--- config.mk ---
export PLATFORM = sky130hd
export DESIGN_NAME = proc_status_flat
export DESIGN_NICKNAME = d
export VERILOG_FILES = /design/src/rtl/proc_status_pkg.sv /design/src/rtl/proc_status_if.sv /design/src/rtl/proc_status.sv /design/src/flat_wrapper.sv
export SDC_FILE = /design/constraint.sdc
export NUM_CORES = 1
export LEC_CHECK = 0
export ABC_AREA = 1
export BUFFER_PORTS_ARGS = -buffer_cell sky130_fd_sc_hd__buf_2
export CELL_PAD_IN_SITES_DETAIL_PLACEMENT = 2
export CELL_PAD_IN_SITES_GLOBAL_PLACEMENT = 2
export CORE_UTILIZATION = 19
export CTS_CLUSTER_SIZE = 20
export DETAILED_ROUTE_END_ITERATION = 7
export GPL_TIMING_DRIVEN = 1
export PLACE_DENSITY = 0.8
export SKIP_CTS_REPAIR_TIMING = 1
export SYNTH_ARGS = -nofsm -noshare
export SYNTH_HDL_FRONTEND = slang
export SYNTH_SLANG_ARGS = --single-unit
--- constraint.sdc ---
create_clock -name clk -period 1 [get_ports clk]
set_input_delay 0 -clock clk [delete_from_list [all_inputs] [get_ports clk]]
set_output_delay 0 -clock clk [all_outputs]
set_load 0.05 [all_outputs]
--- src/rtl/proc_status_pkg.sv ---
// proc_status_pkg: flag bit positions, flag_op encodings and the reset value of P.
package proc_status_pkg;
    localparam int FLAG_N = 7;
    localparam int FLAG_V = 6;
    localparam int FLAG_B = 4;
    localparam int FLAG_D = 3;
    localparam int FLAG_I = 2;
    localparam int FLAG_Z = 1;
    localparam int FLAG_C = 0;
    localparam logic [7:0] P_RESET = 8'h24;

    typedef enum logic [3:0] {
        OP_NOP  = 4'd0,
        OP_NZ   = 4'd1,
        OP_NZC  = 4'd2,
        OP_NZCV = 4'd3,
        OP_BIT  = 4'd4,
        OP_SEC  = 4'd5,
        OP_CLC  = 4'd6,
        OP_SEI  = 4'd7,
        OP_CLI  = 4'd8,
        OP_SED  = 4'd9,
        OP_CLD  = 4'd10,
        OP_CLV  = 4'd11,
        OP_LOAD = 4'd12,
        OP_INT  = 4'd13
    } flag_op_e;

    function automatic logic [7:0] set_nz(input logic [7:0] p, input logic [7:0] y);
        set_nz = p;
        set_nz[FLAG_N] = y[7];
        set_nz[FLAG_Z] = (y == 8'h00);
    endfunction
endpackage

--- src/rtl/proc_status_if.sv ---
// proc_status_if: ALU/control inputs and status outputs of the P register.
interface proc_status_if;
    logic [7:0] alu_Y;
    logic       alu_carry_out;
    logic       alu_overflow;
    logic [7:0] data_in;
    logic [3:0] flag_op;
    logic       flag_en;
    logic       sync;
    logic       push_brk;
    logic [7:0] p_out;
    logic [7:0] p_push;
    logic       carry_flag;
    logic       decimal_flag;
    logic       irq_masked;

    modport master (
        output alu_Y, alu_carry_out, alu_overflow, data_in, flag_op, flag_en, sync, push_brk,
        input  p_out, p_push, carry_flag, decimal_flag, irq_masked
    );
    modport slave (
        input  alu_Y, alu_carry_out, alu_overflow, data_in, flag_op, flag_en, sync, push_brk,
        output p_out, p_push, carry_flag, decimal_flag, irq_masked
    );
endinterface

--- src/rtl/proc_status.sv ---
// proc_status: 6502 P register with flag commits, pushed-status byte and delayed IRQ mask.
module proc_status
    import proc_status_pkg::*;
(
    input logic          clk,
    input logic          resetn,
    proc_status_if.slave bus
);
    logic [7:0] p_q, p_d;
    logic       mask_q, mask_d;

    always_comb begin
        p_d = p_q;
        // mask follows the pre-commit I at instruction boundaries; INT overrides below
        mask_d = bus.sync ? p_q[FLAG_I] : mask_q;
        if (bus.flag_en) begin
            case (bus.flag_op)
                OP_NZ:   p_d = set_nz(p_q, bus.alu_Y);
                OP_NZC:  begin
                    p_d = set_nz(p_q, bus.alu_Y);
                    p_d[FLAG_C] = bus.alu_carry_out;
                end
                OP_NZCV: begin
                    p_d = set_nz(p_q, bus.alu_Y);
                    p_d[FLAG_C] = bus.alu_carry_out;
                    p_d[FLAG_V] = bus.alu_overflow;
                end
                OP_BIT:  begin
                    p_d = set_nz(p_q, bus.alu_Y);
                    p_d[FLAG_N] = bus.data_in[7];
                    p_d[FLAG_V] = bus.data_in[6];
                end
                OP_SEC:  p_d[FLAG_C] = 1'b1;
                OP_CLC:  p_d[FLAG_C] = 1'b0;
                OP_SEI:  p_d[FLAG_I] = 1'b1;
                OP_CLI:  p_d[FLAG_I] = 1'b0;
                OP_SED:  p_d[FLAG_D] = 1'b1;
                OP_CLD:  p_d[FLAG_D] = 1'b0;
                OP_CLV:  p_d[FLAG_V] = 1'b0;
                OP_LOAD: p_d = bus.data_in;
                OP_INT:  begin
                    p_d[FLAG_I] = 1'b1;
                    mask_d = 1'b1;
                end
                default: ;
            endcase
        end
        p_d[5] = 1'b1;
        p_d[FLAG_B] = 1'b0;
    end

    always_ff @(posedge clk or negedge resetn) begin
        if (!resetn) begin
            p_q <= P_RESET;
            mask_q <= 1'b1;
        end else begin
            p_q <= p_d;
            mask_q <= mask_d;
        end
    end

    assign bus.p_out = p_q;
    assign bus.p_push = {p_q[7:5], bus.push_brk, p_q[3:0]};
    assign bus.carry_flag = p_q[FLAG_C];
    assign bus.decimal_flag = p_q[FLAG_D];
    assign bus.irq_masked = mask_q;
endmodule
--- src/flat_wrapper.sv ---
// flat-port wrapper written by rule: the top's interface ports become plain ports
module proc_status_flat import proc_status_pkg::*;
  (clk, resetn, bus_alu_Y, bus_alu_carry_out, bus_alu_overflow, bus_data_in, bus_flag_op, bus_flag_en, bus_sync, bus_push_brk, bus_p_out, bus_p_push, bus_carry_flag, bus_decimal_flag, bus_irq_masked);
  proc_status_if bus_i ();
  input logic clk;
  input logic resetn;
  input wire logic [$bits(bus_i.alu_Y)-1:0] bus_alu_Y;
  input wire logic [$bits(bus_i.alu_carry_out)-1:0] bus_alu_carry_out;
  input wire logic [$bits(bus_i.alu_overflow)-1:0] bus_alu_overflow;
  input wire logic [$bits(bus_i.data_in)-1:0] bus_data_in;
  input wire logic [$bits(bus_i.flag_op)-1:0] bus_flag_op;
  input wire logic [$bits(bus_i.flag_en)-1:0] bus_flag_en;
  input wire logic [$bits(bus_i.sync)-1:0] bus_sync;
  input wire logic [$bits(bus_i.push_brk)-1:0] bus_push_brk;
  output wire logic [$bits(bus_i.p_out)-1:0] bus_p_out;
  output wire logic [$bits(bus_i.p_push)-1:0] bus_p_push;
  output wire logic [$bits(bus_i.carry_flag)-1:0] bus_carry_flag;
  output wire logic [$bits(bus_i.decimal_flag)-1:0] bus_decimal_flag;
  output wire logic [$bits(bus_i.irq_masked)-1:0] bus_irq_masked;
  assign bus_i.alu_Y = bus_alu_Y;
  assign bus_i.alu_carry_out = bus_alu_carry_out;
  assign bus_i.alu_overflow = bus_alu_overflow;
  assign bus_i.data_in = bus_data_in;
  assign bus_i.flag_op = bus_flag_op;
  assign bus_i.flag_en = bus_flag_en;
  assign bus_i.sync = bus_sync;
  assign bus_i.push_brk = bus_push_brk;
  assign bus_p_out = bus_i.p_out;
  assign bus_p_push = bus_i.p_push;
  assign bus_carry_flag = bus_i.carry_flag;
  assign bus_decimal_flag = bus_i.decimal_flag;
  assign bus_irq_masked = bus_i.irq_masked;
  proc_status u_core (.clk(clk), .resetn(resetn), .bus(bus_i));
endmodule
; ---- Word-level counts from Yosys, hierarchy flattened
; Index checks and enable logic that the tools add are counted.
[classes]
eq_ne = 13
n_mux = 9
reduce_logical = 18
[op_table]
columns = op, n
row1 = "equality test 4 bit, second input constant", 6
row2 = "equality test 4 x 3 -> 1 bit, second input constant", 4
row3 = AND reduction 2 bit, 6
row4 = one-hot mux 1 bit (3 select lines), 3
row5 = nonzero test 3 bit, 3
row6 = "equality test 4 x 2 -> 1 bit, second input constant", 2
row7 = logical NOT 8 bit, 1
row8 = OR reduction 2 bit, 3
row9 = "equality test 4 x 1 -> 1 bit, second input constant", 1
row10 = one-hot mux 1 bit (2 select lines), 2
row11 = one-hot mux 1 bit (4 select lines), 1
row12 = nonzero test 2 bit, 2
row13 = nonzero test 4 bit, 1
row14 = OR reduction 4 bit, 1
row15 = two-way mux 1 bit, 3
row16 = OR reduction 3 bit, 1
[word_totals]
reg_bits = 7
in_bits = 27

; ---- Logic depth before layout (Yosys ltp)
; Gate-level depths: netlist (run 1).
[logic_depth]
word_depth = 4
ltp_mapped = 8

; ---- Least setup slack after synthesis (run 1)
; Ideal clock, no wire load.
[synth_timing]
path_type = reg-to-output
startpoint = reg u_core.p_q[2], in the netlist u_core.bus.p_out[2]
endpoint = out bus_p_push[2]
arrival_time_ns = 0.938
required_ns = 1.000
setup_slack_ns = 0.062
path_stages_with_launch = 2
cell_sequence = dfstp_2 -> buf_4
[synth_rtl]
columns = item, line
row1 = "start, declared", proc_status.sv:9  ; logic [7:0] p_q, p_d;
row2 = "start signal, assigned", proc_status.sv:57  ; p_q <= p_d;
row3 = "end, declared", flat_wrapper.sv:16  ; output wire logic [$bits(bus_i.p_push)-1:0] bus_p_push;
; No word-level cell between the ends.

; ---- Worst setup path in the final report (run 1)
[layout_timing]
startpoint = reg u_core.p_q[2], in the netlist u_core.bus.p_out[2]
endpoint = out bus_p_out[2]
[layout_rtl]
columns = item, line
row1 = "end, declared", flat_wrapper.sv:15  ; output wire logic [$bits(bus_i.p_out)-1:0] bus_p_out;
; No word-level cell between the ends.

==> impl_metrics.ini, run 1 <==
[place]
placement.cell_area_um2 = 845
place.detailed.hpwl_um = 1850
preCtsSetupSlack_ps = 11.6
gp_congestion = 0.819
place.port_buffers = 38
dp.cells = 180

[timing]
timing_hold_violations_final = 1
post-route-period-util = 0.986
grt_setup_unrepaired = true
post-route-worst-setup-slack_ps = 13.8
max_freq_mhz = 1010
fin_hold_ws_ps = -2.42
fin_crit_ps = 986
skew_ps = 0.0984
setup-tns-final_ps = 0
finalSetupViolations = 0
max_transition_viols_final = 0

[cells_and_area]
antenna_cells_inserted = 0
layout.cells.non_filler = 186
syn_to_final_growth_pct = 36.9
final.fill_count = 430
multi_input_comb_area_um2 = 362
nNetsFinal = 168
post-route-cell-area_um2 = 915
layout-drive-gt1-share = 0.393
ff_latch_area_um2 = 178

[setup_path]
worst-endpoint-arrival_ps = 990
timing.reg2reg.setup_slack_ps = 110
critical-path-max-stage-delay_ps = 580
worst_reg2reg_path_depth = 3
worstReg2RegEnd = u_core.bus.p_out[2]$_DFFE_PN1P_
cp-start-kind = flip-flop
timing.critical_path.to_type = output pin
timing.critical_path.slowest_stage_cell = sky130_fd_sc_hd__dfstp_2
crit_type = flip-flop to output pin
critical_path_required_ps = 1000
critical_path.cell_chain = buf_8
cp_max_fo = 4
worstReg2RegStart = u_core.bus.p_out[2]$_DFFE_PN1P_
cpLargestDelayFamily = flip-flops
critical_path_buf_inv_count = 1

[synthesis]
netlist_instances = 105
post_synth.cell_area_avg_um2 = 6.36
yosys_warnings = 0
mappedNetlistArea_um2 = 668
synth_seq_area_share = 0.266
ys_types = 21
yosys_register_bits = 7

[floorplanning]
die_w_um = 61.3
number_of_i_o_pins = 46
floorplan.initialDensity = 0.199
num_rows = 21
fp.dieH_um = 61.3
core_um2 = 3360
die_area_um2 = 3760

[route]
wl_cell_um = 11.1
ant_nets = 0
post_drt_via_cell_ratio = 4.10
wirelength_um = 2060
remaining_drc_errors = 0
drt_pass1_iterations = 2
routed-via-count = 763
dr.first_iter.drc_count = 4

[status]
violations = hold timing
run_status = complete, but fails checks

[clocking]
cts-buffers-inserted = 3
ctsHtreeMaxLevel = 1
cts-root-buf = sky130_fd_sc_hd__clkbuf_4
clock_sink_count = 7
clock_insertion_delay_worst_skew_ps = 250
clk_path_buf_depth = 2
path_clk_slew_ps = 50
tritoncts = yes

[global_routing]
grt_pass1_wl_um = 3170
pin_count_of_the_biggest_net_entering_global_routing = 8
grt_antenna_before_repair = 0
gr-total-overflow = 0
grt_util_all_layers = 0.113
grt_pass1_vias = 786

[power_and_ir_drop]
pwr_density_cell_nw_per_um2 = 1720
irDropWorstVdd_uv = 290
total_leakage_power_uw = 0.000540
report.power.total_uw = 1580

[min_path]
hp-start = bus_sync
hold_path_class = input port to flip-flop
min_delay_endpoint = u_core.bus.irq_masked$_DFF_PN1_
min_path_cells = 3

[run]
drv.max_cap_violation_count = 0
## logic make-up after synthesis
group | count (synthesis) | share of synthesized area
AND/OR/NAND/NOR | 64 | 0.440
buffers and inverters | 23 | 0.198
AO/OA/AOI/OAI | 8 | 0.0693
flip-flops | 7 | 0.266
other | 2 | 0.0112
multiplexers | 1 | 0.0150
## placed cells by master, fill, tap and decap left out, drive strengths merged
master	instances
buf	41
nand2	39
nand3	12
nor2	11
inv	10
dfrtp	5
o21ai	5
clkbuf	4
conb	3
a21oi	2
dfstp	2
mux2i	1
nor3	1
clkinv	1
or2	1
o31ai	1
dlygate4sd3	1
## Yosys cell counts
cell type | n | area (um^2)
sky130_fd_sc_hd__dfstp_2 | 2 | 52.6
sky130_fd_sc_hd__clkinv_2 | 1 | 5.00
sky130_fd_sc_hd__o21ai_1 | 1 | 5.00
sky130_fd_sc_hd__nand2_1 | 35 | 131
sky130_fd_sc_hd__o21ai_2 | 1 | 8.76
sky130_fd_sc_hd__nand3_1 | 12 | 60.1
sky130_fd_sc_hd__nand2_4 | 2 | 22.5
sky130_fd_sc_hd__conb_1 | 2 | 7.51
sky130_fd_sc_hd__dfrtp_1 | 5 | 125
sky130_fd_sc_hd__or2_0 | 1 | 6.26
sky130_fd_sc_hd__o31ai_1 | 1 | 7.51
sky130_fd_sc_hd__a21oi_1 | 2 | 10.0
sky130_fd_sc_hd__inv_2 | 1 | 3.75
sky130_fd_sc_hd__inv_1 | 9 | 33.8
sky130_fd_sc_hd__nor3_1 | 1 | 5.00
sky130_fd_sc_hd__mux2i_1 | 1 | 10.0
sky130_fd_sc_hd__nor2_1 | 9 | 33.8
sky130_fd_sc_hd__nand2_2 | 2 | 12.5
sky130_fd_sc_hd__buf_4 | 12 | 90.1
sky130_fd_sc_hd__o21ai_0 | 3 | 15.0
sky130_fd_sc_hd__nor2_4 | 2 | 22.5
## how the worst max path moves through the flow
stage / from / to / slack, ps / depth (start not counted)
finish: u_core.bus.p_out[2]$_DFFE_PN1P_ / bus_p_out[2] / 10 / 1
global route: u_core.bus.p_out[2]$_DFFE_PN1P_ / bus_p_out[2] / -20 / 1
CTS: u_core.bus.p_out[2]$_DFFE_PN1P_ / bus_p_push[2] / -70 / 1
detailed placement: bus_flag_op[1] / u_core.bus.p_out[6]$_DFFE_PN0P_ / 10 / 8
global placement: bus_flag_op[1] / u_core.bus.p_out[1]$_DFFE_PN0P_ / 90 / 6
floorplan: u_core.bus.p_out[2]$_DFFE_PN1P_ / bus_p_push[2] / 60 / 1
## routing by layer
| layer | part of all wire | track usage | vias up |
|---|---|---|---|
| met3 | 0.062 | 0.0105 | 5 |
| li1 | - | - | 379 |
| met4 | 0.015 | 0.0487 | 0 |
| met1 | 0.40 | 0.126 | 351 |
| met5 | 0 | 0 | - |
| met2 | 0.53 | 0.216 | 28 |
## state kept, by name (all words and copies together) (netlist names)
| signal | count |
|---|---|
| u_core.bus.p_out | 6 |
| u_core.bus.irq_masked | 1 |
## cell type report
| type | instances | area share |
|---|---|---|
| Inverter | 11 | 0.0465 |
| Multi-Input combinational cell | 76 | 0.395 |
| Clock buffer | 4 | 0.0287 |
| Sequential cell | 7 | 0.194 |
| Tap cell | 46 | 0.0629 |
| Timing Repair Buffer | 42 | 0.272 |
## worst reg2reg max path: stages (launching register included)
cell	delay, ps
sky130_fd_sc_hd__dfstp_2	580
sky130_fd_sc_hd__buf_4	130
sky130_fd_sc_hd__o31ai_1	60
sky130_fd_sc_hd__nand2_1	70
## per-stage QoR
stage | hold WS [ps] | utilization
floorplan | -296 | -
global placement | -165 | 0.251
detailed placement | -157 | 0.251
CTS | -422 | 0.259
global route | 0.0943 | 0.272
finish | -2.42 | 0.272
## power by group
part           total [uW]  switching [uW]  internal (uW)
Sequential            412            53.7            358
Combinational         910             664            246
Clock                 254             102            152
Note: power is estimated with default switching activity, not from simulation.
==> inputs of run 2 (changes only) <==
--- a/config.mk
+++ b/config.mk
@@ -14,7 +14,7 @@
 export DETAILED_ROUTE_END_ITERATION = 7
 export GPL_TIMING_DRIVEN = 1
 export PLACE_DENSITY = 0.8
-export SKIP_CTS_REPAIR_TIMING = 1
+export REMOVE_ABC_BUFFERS = 1
 export SYNTH_ARGS = -nofsm -noshare
 export SYNTH_HDL_FRONTEND = slang
 export SYNTH_SLANG_ARGS = --single-unit
==> impl_metrics.ini, run 2 (synthesis gave the netlist of run 1 again) <==
[status]
run_status = finished clean

[floorplanning]
fp.dieH_um = 61.3
die_area_um2 = 3760
die_w_um = 61.3
number_of_i_o_pins = 46
floorplan.initialDensity = 0.199
num_rows = 21
core_um2 = 3360

[global_routing]
use_met2 = 0.252
grt_pass1_vias = 833
most_crowded_layer_gr = met2
pin_count_of_the_biggest_net_entering_global_routing = 8
gr-usage-met1 = 0.153
grtUsageMet3 = 0.0441
gr-total-overflow = 0
grt_antenna_before_repair = 0
grt_util_all_layers = 0.138
grt_pass1_wl_um = 3700

[cells_and_area]
antenna_cells_inserted = 0
syn_to_final_growth_pct = 36.7
post-route-cell-area_um2 = 913
most-common-layout-cells = sky130_fd_sc_hd__nand2_1, sky130_fd_sc_hd__buf_2, sky130_fd_sc_hd__nand3_1
final.fill_count = 435
nNetsFinal = 168
layout-drive-gt1-share = 0.386
largest_reg_flops = 6

[route]
ant_nets = 0
drt_pass1_iterations = 2
wl_cell_um = 11.7
remaining_drc_errors = 0
dr.first_iter.drc_count = 6
routed-via-count = 776
post_drt_via_cell_ratio = 4.17
wirelength_um = 2180

[clocking]
tritoncts = yes
clock_insertion_delay_worst_skew_ps = 250
ctsHtreeMaxLevel = 1
cts-buffers-inserted = 3
path_clk_slew_ps = 60
clk_path_buf_depth = 2
clock_sink_count = 7
cts-root-buf = sky130_fd_sc_hd__clkbuf_4

[setup_path]
crit_type = flip-flop to output pin
critical-path-max-stage-delay_ps = 580
cpLargestDelayFamily = flip-flops
cp_max_fo = 3
critical_path_buf_inv_count = 1
critical_path.cell_chain = buf_8
timing.critical_path.slowest_stage_cell = sky130_fd_sc_hd__dfstp_2
cp-start-kind = flip-flop
worst-endpoint-arrival_ps = 1000
critical_path_required_ps = 1000
timing.critical_path.to_type = output pin

[power_and_ir_drop]
internal-power_uw = 750
power.share.clock = 0.170
seq_power_share = 0.258
total_leakage_power_uw = 0.000538
report.power.total_uw = 1590
irDropWorstVdd_uv = 801
power_switching_share = 0.528
power_switching_uw = 839
power.combinational.fraction = 0.572
pwr_density_cell_nw_per_um2 = 1740

[min_path]
hold_path_class = input port to output pin

[timing]
timing_hold_violations_final = 0
finalSetupViolations = 0
post-route-period-util = 0.997
skew_ps = 1.57
max_freq_mhz = 1000
fin_crit_ps = 997
grt_setup_unrepaired = true
max_transition_viols_final = 0

[place]
gp_congestion = 0.841
place.detailed.hpwl_um = 1810
placement.cell_area_um2 = 837
place.port_buffers = 38

[run]
drv.max_cap_violation_count = 0
-- run 2: changes by cell type in the layout (fill, tap and decap cells not counted), sizes merged --
| cell | delta |
|---|---|
| buf | -1 |
| dlygate4sd3 | +1 |
-- run 2: power by group through the flow --
stage | Clock [uW] | Combinational, uW | Sequential [uW]
2_1_floorplan | 0 | 157 | 858
3_3_place_gp | 0 | 828 | 407
3_5_place_dp | 0 | 845 | 410
4_1_cts | 293 | 908 | 411
5_1_grt | 309 | 964 | 420
6_report | 270 | 908 | 410
-- run 2: area by class of cell --
| cell class | count | area (um^2) | share of cell area |
|---|---|---|---|
| timing repair buffer | 42 | 248 | 0.271 |
| inverter | 11 | 42.5 | 0.0466 |
| sequential | 7 | 178 | 0.195 |
| clock buffer | 4 | 26.3 | 0.0288 |
| tap | 46 | 57.6 | 0.0630 |
| multi-input combinational | 76 | 362 | 0.396 |
-- run 2: per-layer routing --
metal / routed length (um) / part of all wire
met2: 1120 / 0.51
met4: 7 / 0.0032
met3: 148 / 0.068
met1: 904 / 0.41
met5: 0 / 0
-- run 2: final timing paths --
| check | start | endpoint | slack (ps) | cells past startpoint |
|---|---|---|---|---|
| max | u_core.bus.p_out[2]$_DFFE_PN1P_ | bus_p_out[2] | 3 | 1 |
| min | bus_push_brk | bus_p_push[4] | 0.1 | 0 |
| max reg2reg | u_core.bus.p_out[2]$_DFFE_PN1P_ | u_core.bus.irq_masked$_DFF_PN1_ | 100 | 3 |
| min reg2reg | u_core.bus.p_out[1]$_DFFE_PN0P_ | u_core.bus.p_out[1]$_DFFE_PN0P_ | 520 | 2 |
| max in group asynchronous | resetn | u_core.bus.irq_masked$_DFF_PN1_ | 630 | 2 |
| min in group asynchronous | resetn | u_core.bus.p_out[7]$_DFFE_PN0P_ | 130 | 2 |
-- run 2: per-stage QoR --
stage	setup slack, ps	hold WS, ps	utilization	TNS, ps	std cells
after global routing	-33.7	0.285	0.272	-66.1	186
after detailed placement	59.1	-143	0.249	0	179
final	3.05	0.109	0.272	0	186
after CTS	-19.5	0.341	0.270	-23.5	186
after floorplan	-468	-296	-	-2880	94
after global placement	92.2	-155	0.249	0	179
-- run 2: timing repair --
| action | in CTS | in global routing |
|---|---|---|
| hold buffers | 2 | 0 |
| hold endpoints to repair | 8 | 0 |
| setup endpoints to repair | 3 | 2 |
| resized for setup | 6 | 1 |
| buffers inserted | 1 | 0 |
| pin swaps | 0 | 0 |
